File: config.mk
export PLATFORM = sky130hd
export DESIGN_NAME = nq_pipelined_multiplier_flat
export DESIGN_NICKNAME = d
export VERILOG_FILES = /design/src/rtl/nq_pipelined_multiplier_if.sv /design/src/rtl/nq_pipelined_multiplier.sv /design/src/flat_wrapper.sv
export SDC_FILE = /design/constraint.sdc
export NUM_CORES = 2
export LEC_CHECK = 0
export ABC_CLOCK_PERIOD_IN_PS = 9300
export BUFFER_PORTS_ARGS = -buffer_cell sky130_fd_sc_hd__buf_2
export CAP_MARGIN = 25
export CELL_PAD_IN_SITES_DETAIL_PLACEMENT = 0
export CELL_PAD_IN_SITES_GLOBAL_PLACEMENT = 2
export CORE_MARGIN = 2
export CORE_UTILIZATION = 35
export DETAILED_ROUTE_END_ITERATION = 8
export PLACE_DENSITY_LB_ADDON = 0.05
export SLEW_MARGIN = 20
export SYNTH_ARGS = -nofsm -noshare
export SYNTH_HDL_FRONTEND = slang
export SYNTH_SLANG_ARGS = --single-unit
File: constraint.sdc
create_clock -name clk -period 9.3 [get_ports clk]
set_clock_uncertainty 0.1 [all_clocks]
set_input_delay 0.465 -clock clk [delete_from_list [all_inputs] [get_ports clk]]
set_output_delay 0.465 -clock clk [all_outputs]
set_load 0.01 [all_outputs]
File: src/rtl/nq_pipelined_multiplier_if.sv
// -----------------------------------------------------------------------------
// nq_pipelined_multiplier_if
//   Handshake bundle for the signed-magnitude Nq multiplier.
//   Ingress : ing_valid / ing_ready, ing_multiplicand, ing_multiplier
//   Egress  : egr_valid / egr_ready, egr_product, egr_overflow
//   Status  : cmd_clear_overflow (pulse in), sr_overflow_sticky (out)
//   The master modport is the producer/consumer side (e.g. a testbench or the
//   surrounding datapath). The slave modport is the multiplier itself.
// -----------------------------------------------------------------------------
interface nq_pipelined_multiplier_if #(
  parameter int N_BITS_P = 32
);
  logic                ing_valid;
  logic                ing_ready;
  logic [N_BITS_P-1:0] ing_multiplicand;
  logic [N_BITS_P-1:0] ing_multiplier;
  logic                egr_valid;
  logic                egr_ready;
  logic [N_BITS_P-1:0] egr_product;
  logic                egr_overflow;
  logic                cmd_clear_overflow;
  logic                sr_overflow_sticky;

  modport master (
    output ing_valid, ing_multiplicand, ing_multiplier, egr_ready, cmd_clear_overflow,
    input  ing_ready, egr_valid, egr_product, egr_overflow, sr_overflow_sticky
  );

  modport slave (
    input  ing_valid, ing_multiplicand, ing_multiplier, egr_ready, cmd_clear_overflow,
    output ing_ready, egr_valid, egr_product, egr_overflow, sr_overflow_sticky
  );
endinterface

File: src/rtl/nq_pipelined_multiplier.sv
// -----------------------------------------------------------------------------
// nq_pipelined_multiplier
//   Signed-magnitude Nq fixed-point multiplier with valid/ready flow control,
//   optional round-half-up and optional saturation.
//   Word format: MSB = sign, low N_BITS_P-1 bits = magnitude with Q_BITS_P
//   fractional bits.
//
//   Ports:
//     clk    clock
//     rst_n  asynchronous reset, active-low
//     bus    nq_pipelined_multiplier_if.slave (ingress, egress, sticky status)
//
//   Structure: an operand capture register (loaded on the accepting edge)
//   feeds the arithmetic; its result then walks through PIPE_STAGES_P result
//   stages, the last of which drives the egress port. A sample accepted on
//   edge k is therefore presented on egress after edge k+PIPE_STAGES_P.
//   All registers advance together (global stall) whenever the egress stage
//   is empty or being drained.
// -----------------------------------------------------------------------------
module nq_pipelined_multiplier #(
  parameter int N_BITS_P      = 32,
  parameter int Q_BITS_P      = 15,
  parameter int PIPE_STAGES_P = 3,
  parameter int ROUND_P       = 1,
  parameter int SATURATE_P    = 1
) (
  input  logic                      clk,
  input  logic                      rst_n,
  nq_pipelined_multiplier_if.slave  bus
);

  localparam int M_C         = N_BITS_P - 1;   // magnitude width
  localparam int PW_C        = 2 * M_C + 1;    // full product plus rounding carry
  localparam int RND_SHIFT_C = (Q_BITS_P > 0) ? (Q_BITS_P - 1) : 0;
  localparam logic [PW_C-1:0] RND_C =
    ((ROUND_P != 0) && (Q_BITS_P > 0)) ? (PW_C'(1) << RND_SHIFT_C) : '0;

  // Returns {overflow, sign, magnitude} for one operand pair.
  function automatic logic [N_BITS_P:0] nq_mul(
    input logic [N_BITS_P-1:0] a,
    input logic [N_BITS_P-1:0] b
  );
    logic [PW_C-1:0] prod_v;
    logic [PW_C-1:0] res_v;
    logic [M_C-1:0]  mag_v;
    logic            ovf_v;
    logic            sign_v;
    prod_v = PW_C'(a[M_C-1:0]) * PW_C'(b[M_C-1:0]);
    // (2^M-1)^2 + 2^(Q-1) always fits in 2M+1 bits, so the carry is never lost.
    prod_v = prod_v + RND_C;
    res_v  = prod_v >> Q_BITS_P;
    ovf_v  = |res_v[PW_C-1:M_C];
    if ((SATURATE_P != 0) && ovf_v) begin
      mag_v = '1;
    end else begin
      mag_v = res_v[M_C-1:0];
    end
    // A zero magnitude is always reported as +0.
    sign_v = (a[N_BITS_P-1] ^ b[N_BITS_P-1]) & (|mag_v);
    return {ovf_v, sign_v, mag_v};
  endfunction

  logic                      advance_s;
  logic [N_BITS_P:0]         op_result_s;

  logic                      op_valid_r;
  logic [N_BITS_P-1:0]       op_a_r;
  logic [N_BITS_P-1:0]       op_b_r;

  logic [PIPE_STAGES_P-1:0]  st_valid_r;
  logic [PIPE_STAGES_P-1:0]  st_ovf_r;
  logic [N_BITS_P-1:0]       st_prod_r [PIPE_STAGES_P];

  logic                      sticky_r;

  // The whole pipeline moves only when the egress slot is free or draining.
  assign advance_s   = !st_valid_r[PIPE_STAGES_P-1] || bus.egr_ready;
  assign bus.ing_ready = advance_s;

  assign op_result_s = nq_mul(op_a_r, op_b_r);

  assign bus.egr_valid          = st_valid_r[PIPE_STAGES_P-1];
  assign bus.egr_product        = st_prod_r[PIPE_STAGES_P-1];
  assign bus.egr_overflow       = st_ovf_r[PIPE_STAGES_P-1];
  assign bus.sr_overflow_sticky = sticky_r;

  // Operand capture: data is only loaded for real samples so bubbles keep the old value.
  always_ff @(posedge clk or negedge rst_n) begin
    if (!rst_n) begin
      op_valid_r <= 1'b0;
      op_a_r     <= '0;
      op_b_r     <= '0;
    end else if (advance_s) begin
      op_valid_r <= bus.ing_valid;
      if (bus.ing_valid) begin
        op_a_r <= bus.ing_multiplicand;
        op_b_r <= bus.ing_multiplier;
      end
    end
  end

  // Result stages: stage 0 takes the arithmetic result, later stages shift it along.
  always_ff @(posedge clk or negedge rst_n) begin
    if (!rst_n) begin
      st_valid_r <= '0;
      st_ovf_r   <= '0;
      for (int i = 0; i < PIPE_STAGES_P; i++) begin
        st_prod_r[i] <= '0;
      end
    end else if (advance_s) begin
      st_valid_r[0] <= op_valid_r;
      if (op_valid_r) begin
        st_prod_r[0] <= op_result_s[N_BITS_P-1:0];
        st_ovf_r[0]  <= op_result_s[N_BITS_P];
      end
      for (int i = 1; i < PIPE_STAGES_P; i++) begin
        st_valid_r[i] <= st_valid_r[i-1];
        if (st_valid_r[i-1]) begin
          st_prod_r[i] <= st_prod_r[i-1];
          st_ovf_r[i]  <= st_ovf_r[i-1];
        end
      end
    end
  end

  // Sticky overflow: an overflowing egress transfer wins over a simultaneous clear.
  always_ff @(posedge clk or negedge rst_n) begin
    if (!rst_n) begin
      sticky_r <= 1'b0;
    end else if (bus.egr_valid && bus.egr_ready && bus.egr_overflow) begin
      sticky_r <= 1'b1;
    end else if (bus.cmd_clear_overflow) begin
      sticky_r <= 1'b0;
    end else begin
      sticky_r <= sticky_r;
    end
  end

endmodule

File: src/flat_wrapper.sv
// flat-port wrapper written by rule: the top's interface ports become plain ports
module nq_pipelined_multiplier_flat 
#(
  parameter int N_BITS_P      = 32,
  parameter int Q_BITS_P      = 15,
  parameter int PIPE_STAGES_P = 3,
  parameter int ROUND_P       = 1,
  parameter int SATURATE_P    = 1
)
  (clk, rst_n, bus_ing_valid, bus_ing_multiplicand, bus_ing_multiplier, bus_egr_ready, bus_cmd_clear_overflow, bus_ing_ready, bus_egr_valid, bus_egr_product, bus_egr_overflow, bus_sr_overflow_sticky);
  nq_pipelined_multiplier_if #(.N_BITS_P(N_BITS_P)) bus_i ();
  input  logic clk;
  input  logic rst_n;
  input wire logic [$bits(bus_i.ing_valid)-1:0] bus_ing_valid;
  input wire logic [$bits(bus_i.ing_multiplicand)-1:0] bus_ing_multiplicand;
  input wire logic [$bits(bus_i.ing_multiplier)-1:0] bus_ing_multiplier;
  input wire logic [$bits(bus_i.egr_ready)-1:0] bus_egr_ready;
  input wire logic [$bits(bus_i.cmd_clear_overflow)-1:0] bus_cmd_clear_overflow;
  output wire logic [$bits(bus_i.ing_ready)-1:0] bus_ing_ready;
  output wire logic [$bits(bus_i.egr_valid)-1:0] bus_egr_valid;
  output wire logic [$bits(bus_i.egr_product)-1:0] bus_egr_product;
  output wire logic [$bits(bus_i.egr_overflow)-1:0] bus_egr_overflow;
  output wire logic [$bits(bus_i.sr_overflow_sticky)-1:0] bus_sr_overflow_sticky;
  assign bus_i.ing_valid = bus_ing_valid;
  assign bus_i.ing_multiplicand = bus_ing_multiplicand;
  assign bus_i.ing_multiplier = bus_ing_multiplier;
  assign bus_i.egr_ready = bus_egr_ready;
  assign bus_i.cmd_clear_overflow = bus_cmd_clear_overflow;
  assign bus_ing_ready = bus_i.ing_ready;
  assign bus_egr_valid = bus_i.egr_valid;
  assign bus_egr_product = bus_i.egr_product;
  assign bus_egr_overflow = bus_i.egr_overflow;
  assign bus_sr_overflow_sticky = bus_i.sr_overflow_sticky;
  nq_pipelined_multiplier #(.N_BITS_P(N_BITS_P), .Q_BITS_P(Q_BITS_P), .PIPE_STAGES_P(PIPE_STAGES_P), .ROUND_P(ROUND_P), .SATURATE_P(SATURATE_P)) u_core (.clk(clk), .rst_n(rst_n), .bus(bus_i));
endmodule
==> summary.txt <==
initial core utilization: 35.24%
Layout Area Growth over Synthesis: 8.764%
post-synthesis async set-or-reset flop share: 100.0%
most frequent cell after synthesis: inv_1
post-route ant nets: 0
worst slew pin tran: 1.015 ns
Crit. End Element: flop
Overflow after GRT: 0
Total Routing Usage GR: 21.55%
Avg WL per Cell: 20.72 um
post-synth top area share: 42.49%
Synth area leaders: fa_1 (42%), dfrtp_1 (11%), and2_1 (9.9%), inv_1 (9.2%), ha_1 (9.0%)
CTS tree: done
Die Height: 340.1 um
Gate Count Post-Synth: 4,204
Via density: 4.686
Seq/Total Area, Yosys: 10.63%
synth cell count leaders: inv_1 (966), fa_1 (839), and2_1 (625)
Primary FF master, synth: dfrtp_1
crit path time final: 8.938 ns
diode count: 0
startpoint types: flop
CP max-delay cell: dfrtp_1
via count: 26,940
Worst Path Class, Setup: reg2reg
status: completed
Skew-Pair Late Insertion Delay: 0.54 ns
clock buffer depth: 2
vias in the first global route: 30,380
leading area contributor after synthesis: fa_1
CTS buffer count: 17
Synth Register Bits: 168
normalized max-slew margin: 32.34%
Achievable Freq: 0.1119 GHz
CP arrival: 9.22 ns
Clock Root Buffer: clkbuf_16
Std-Cell Rows: 123
io pins: 105
CTS clk-pin slew, worst paths: 0.10 ns
DRC violations left: 0
Die W: 340.1 um
Yosys cell types: 75
initial antenna violation count: 4
Critical Path RT: 9.58 ns
share of the clock period used by the worst path: 96.11%
total die area: 0.1157 mm^2
clock sinks: 168
Fin Setup TNS: 0 ns
Setup Fix Bufs, Post-CTS: 0
Net Count, Synth: 5,395
Post-DP HPWL: 101,800 um
DR pass1 iterations: 7
Final Hold Viols: 0
final setup violation count: 0
Worst path most repeated cell: fa_1
Mapped Avg Cell Area: 9.404 um^2
Crit Path Max Fanout: 33
# H-tree levels: 4
Slew Limit Fails: 0
Final GP Congestion: 0.8473
share of cells above drive strength 1: 11.70%
Port Buf Inserts: 104
Post-synth EDFFs: 0
max cap viols: 0
RSZ-0062 raised after global routing: false
overall routed net length: 119,100 um
DR iter-0 viols: 1,094
Synth Warn #: 0
first-pass GRT wire length: 188,300 um
core area: 0.1122 mm^2
Netlist Area Pre-Place: 0.03953 mm^2
largest net degree at the start of global routing: 69
Worst path max stage delay: 0.98 ns
fin nets: 5,427
Hold Crit Class: in2reg
repair_timing:
action,4_1_cts,5_1_grt
hold buffers,3,0
endpoints found under the setup margin,0,33
resized for setup,0,13
hold endpoints to repair,47,0
area by class of cell:
class | count | area (um^2)
clock buffers | 17 | 425.4
clock inverters | 15 | 195.2
fillers | 11570 | 69190
inverters | 966 | 3626
multi-input cells | 2808 | 30570
flip-flops and latches | 168 | 4218
well taps | 1500 | 1877
repair buffers | 275 | 2091
state kept, by name (all words and copies together), names as in the netlist:
register / flops
u_core.op_a_r: 32
u_core.st_prod_r: 64
u_core.bus.sr_overflow_sticky: 1
u_core.op_valid_r: 1
u_core.op_b_r: 32
u_core.bus.egr_product: 32
u_core.st_ovf_r: 3
u_core.st_valid_r: 3
metal layers:
layer  vias to the layer above  global-route usage (%)  part of all wire, %
met5                         -                       0                    0
met4                         0                   3.623                  1.2
met3                        59                   1.486                  1.4
met2                       228                   38.59                   52
met1                     14200                   28.93                   46
li1                      12450                       -                    -
stage by stage:
stage / setup WS (ns) / std cells / util, % / hold WS (ns) / area [um^2]
detailed placement: 0.1710 / 5713 / 37.70 / 0.3552 / 42300
global placement: 0.2163 / 5713 / 37.70 / 0.3559 / 42300
global route: 0.01152 / 5749 / 38.33 / 0.02380 / 43000
CTS: 0.1076 / 5748 / 38.28 / 0.002500 / 42950
finish: 0.3621 / 5749 / 38.33 / 0.04287 / 43000
floorplan: 1.399 / 4204 / - / 0.06941 / 39530
path summary, 6_finish.rpt:
kind / start / end / slack (ns) / depth (start not counted)
max reg2reg: u_core.op_a_r[4]$_DFFE_PN0P_ / u_core.st_prod_r[95]$_DFFE_PN0P_ / 0.36 / 27
min in group asynchronous: rst_n / u_core.op_a_r[26]$_DFFE_PN0P_ / 0.36 / 2
min reg2reg: u_core.op_valid_r$_DFFE_PN0N_ / u_core.op_valid_r$_DFFE_PN0N_ / 0.37 / 2
max: u_core.op_a_r[4]$_DFFE_PN0P_ / u_core.st_prod_r[95]$_DFFE_PN0P_ / 0.36 / 27
max in group asynchronous: rst_n / u_core.op_a_r[0]$_DFFE_PN0P_ / 6.92 / 5
min: bus_ing_multiplicand[3] / u_core.op_a_r[3]$_DFFE_PN0P_ / 0.04 / 2
critical path, delay by kind of cell (launching register included):
family	cells	cell delay, ns
and+or+nand+nor	5	1.23
adders and majority gates	9	4.10
AOI/OAI and AO/OA	7	1.71
buffers and inverters	6	0.63
DFF	1	0.98
cell families (layout without fill, tap and decap cells):
group	Yosys count	in the layout	share of synthesized area, %
AND/OR/NAND/NOR	1229	1229	16.40
buffers and inverters	1228	1273	12.09
adder cells (fa/ha/maj)	1122	1122	51.44
AO/OA/AOI/OAI	280	280	4.671
flip-flops	168	168	10.63
multiplexers	136	136	3.855
XOR/XNOR	41	41	0.9084
cell usage in the layout (no fill, tap or decap), drive strengths merged, types with 3 or more instances in the layout:
cell         Yosys  routed
a21o            10      10
a211o            4       4
and3             9       9
and2           625     625
nor3            22      22
nand2          423     423
or3              3       3
xor2            20      20
o311ai           3       3
nor2b            3       3
o21a            10      10
nand3           14      14
mux2i            6       6
a31o             3       3
a21oi          120     120
or2              3       3
clkinv           0       6
a22oi            4       4
xnor2           21      21
nor4b            3       3
buf             50     271
mux2           130     130
inv            966     974
and4             4       4
nor2            74      74
o21bai          12      12
o21ai           61      61
dlygate4sd3      0       3
a211oi           8       8
fa             839     839
nor4             7       7
dfrtp          168     168
ha             283     283
nand4           31      31
o31ai            8       8
a31oi           13      13
o211ai           7       7
clkbuf         212      18
Power is left out: the tool's default activity adds up to more than one toggle a clock period on the data nets, which glitch-free logic cannot reach.
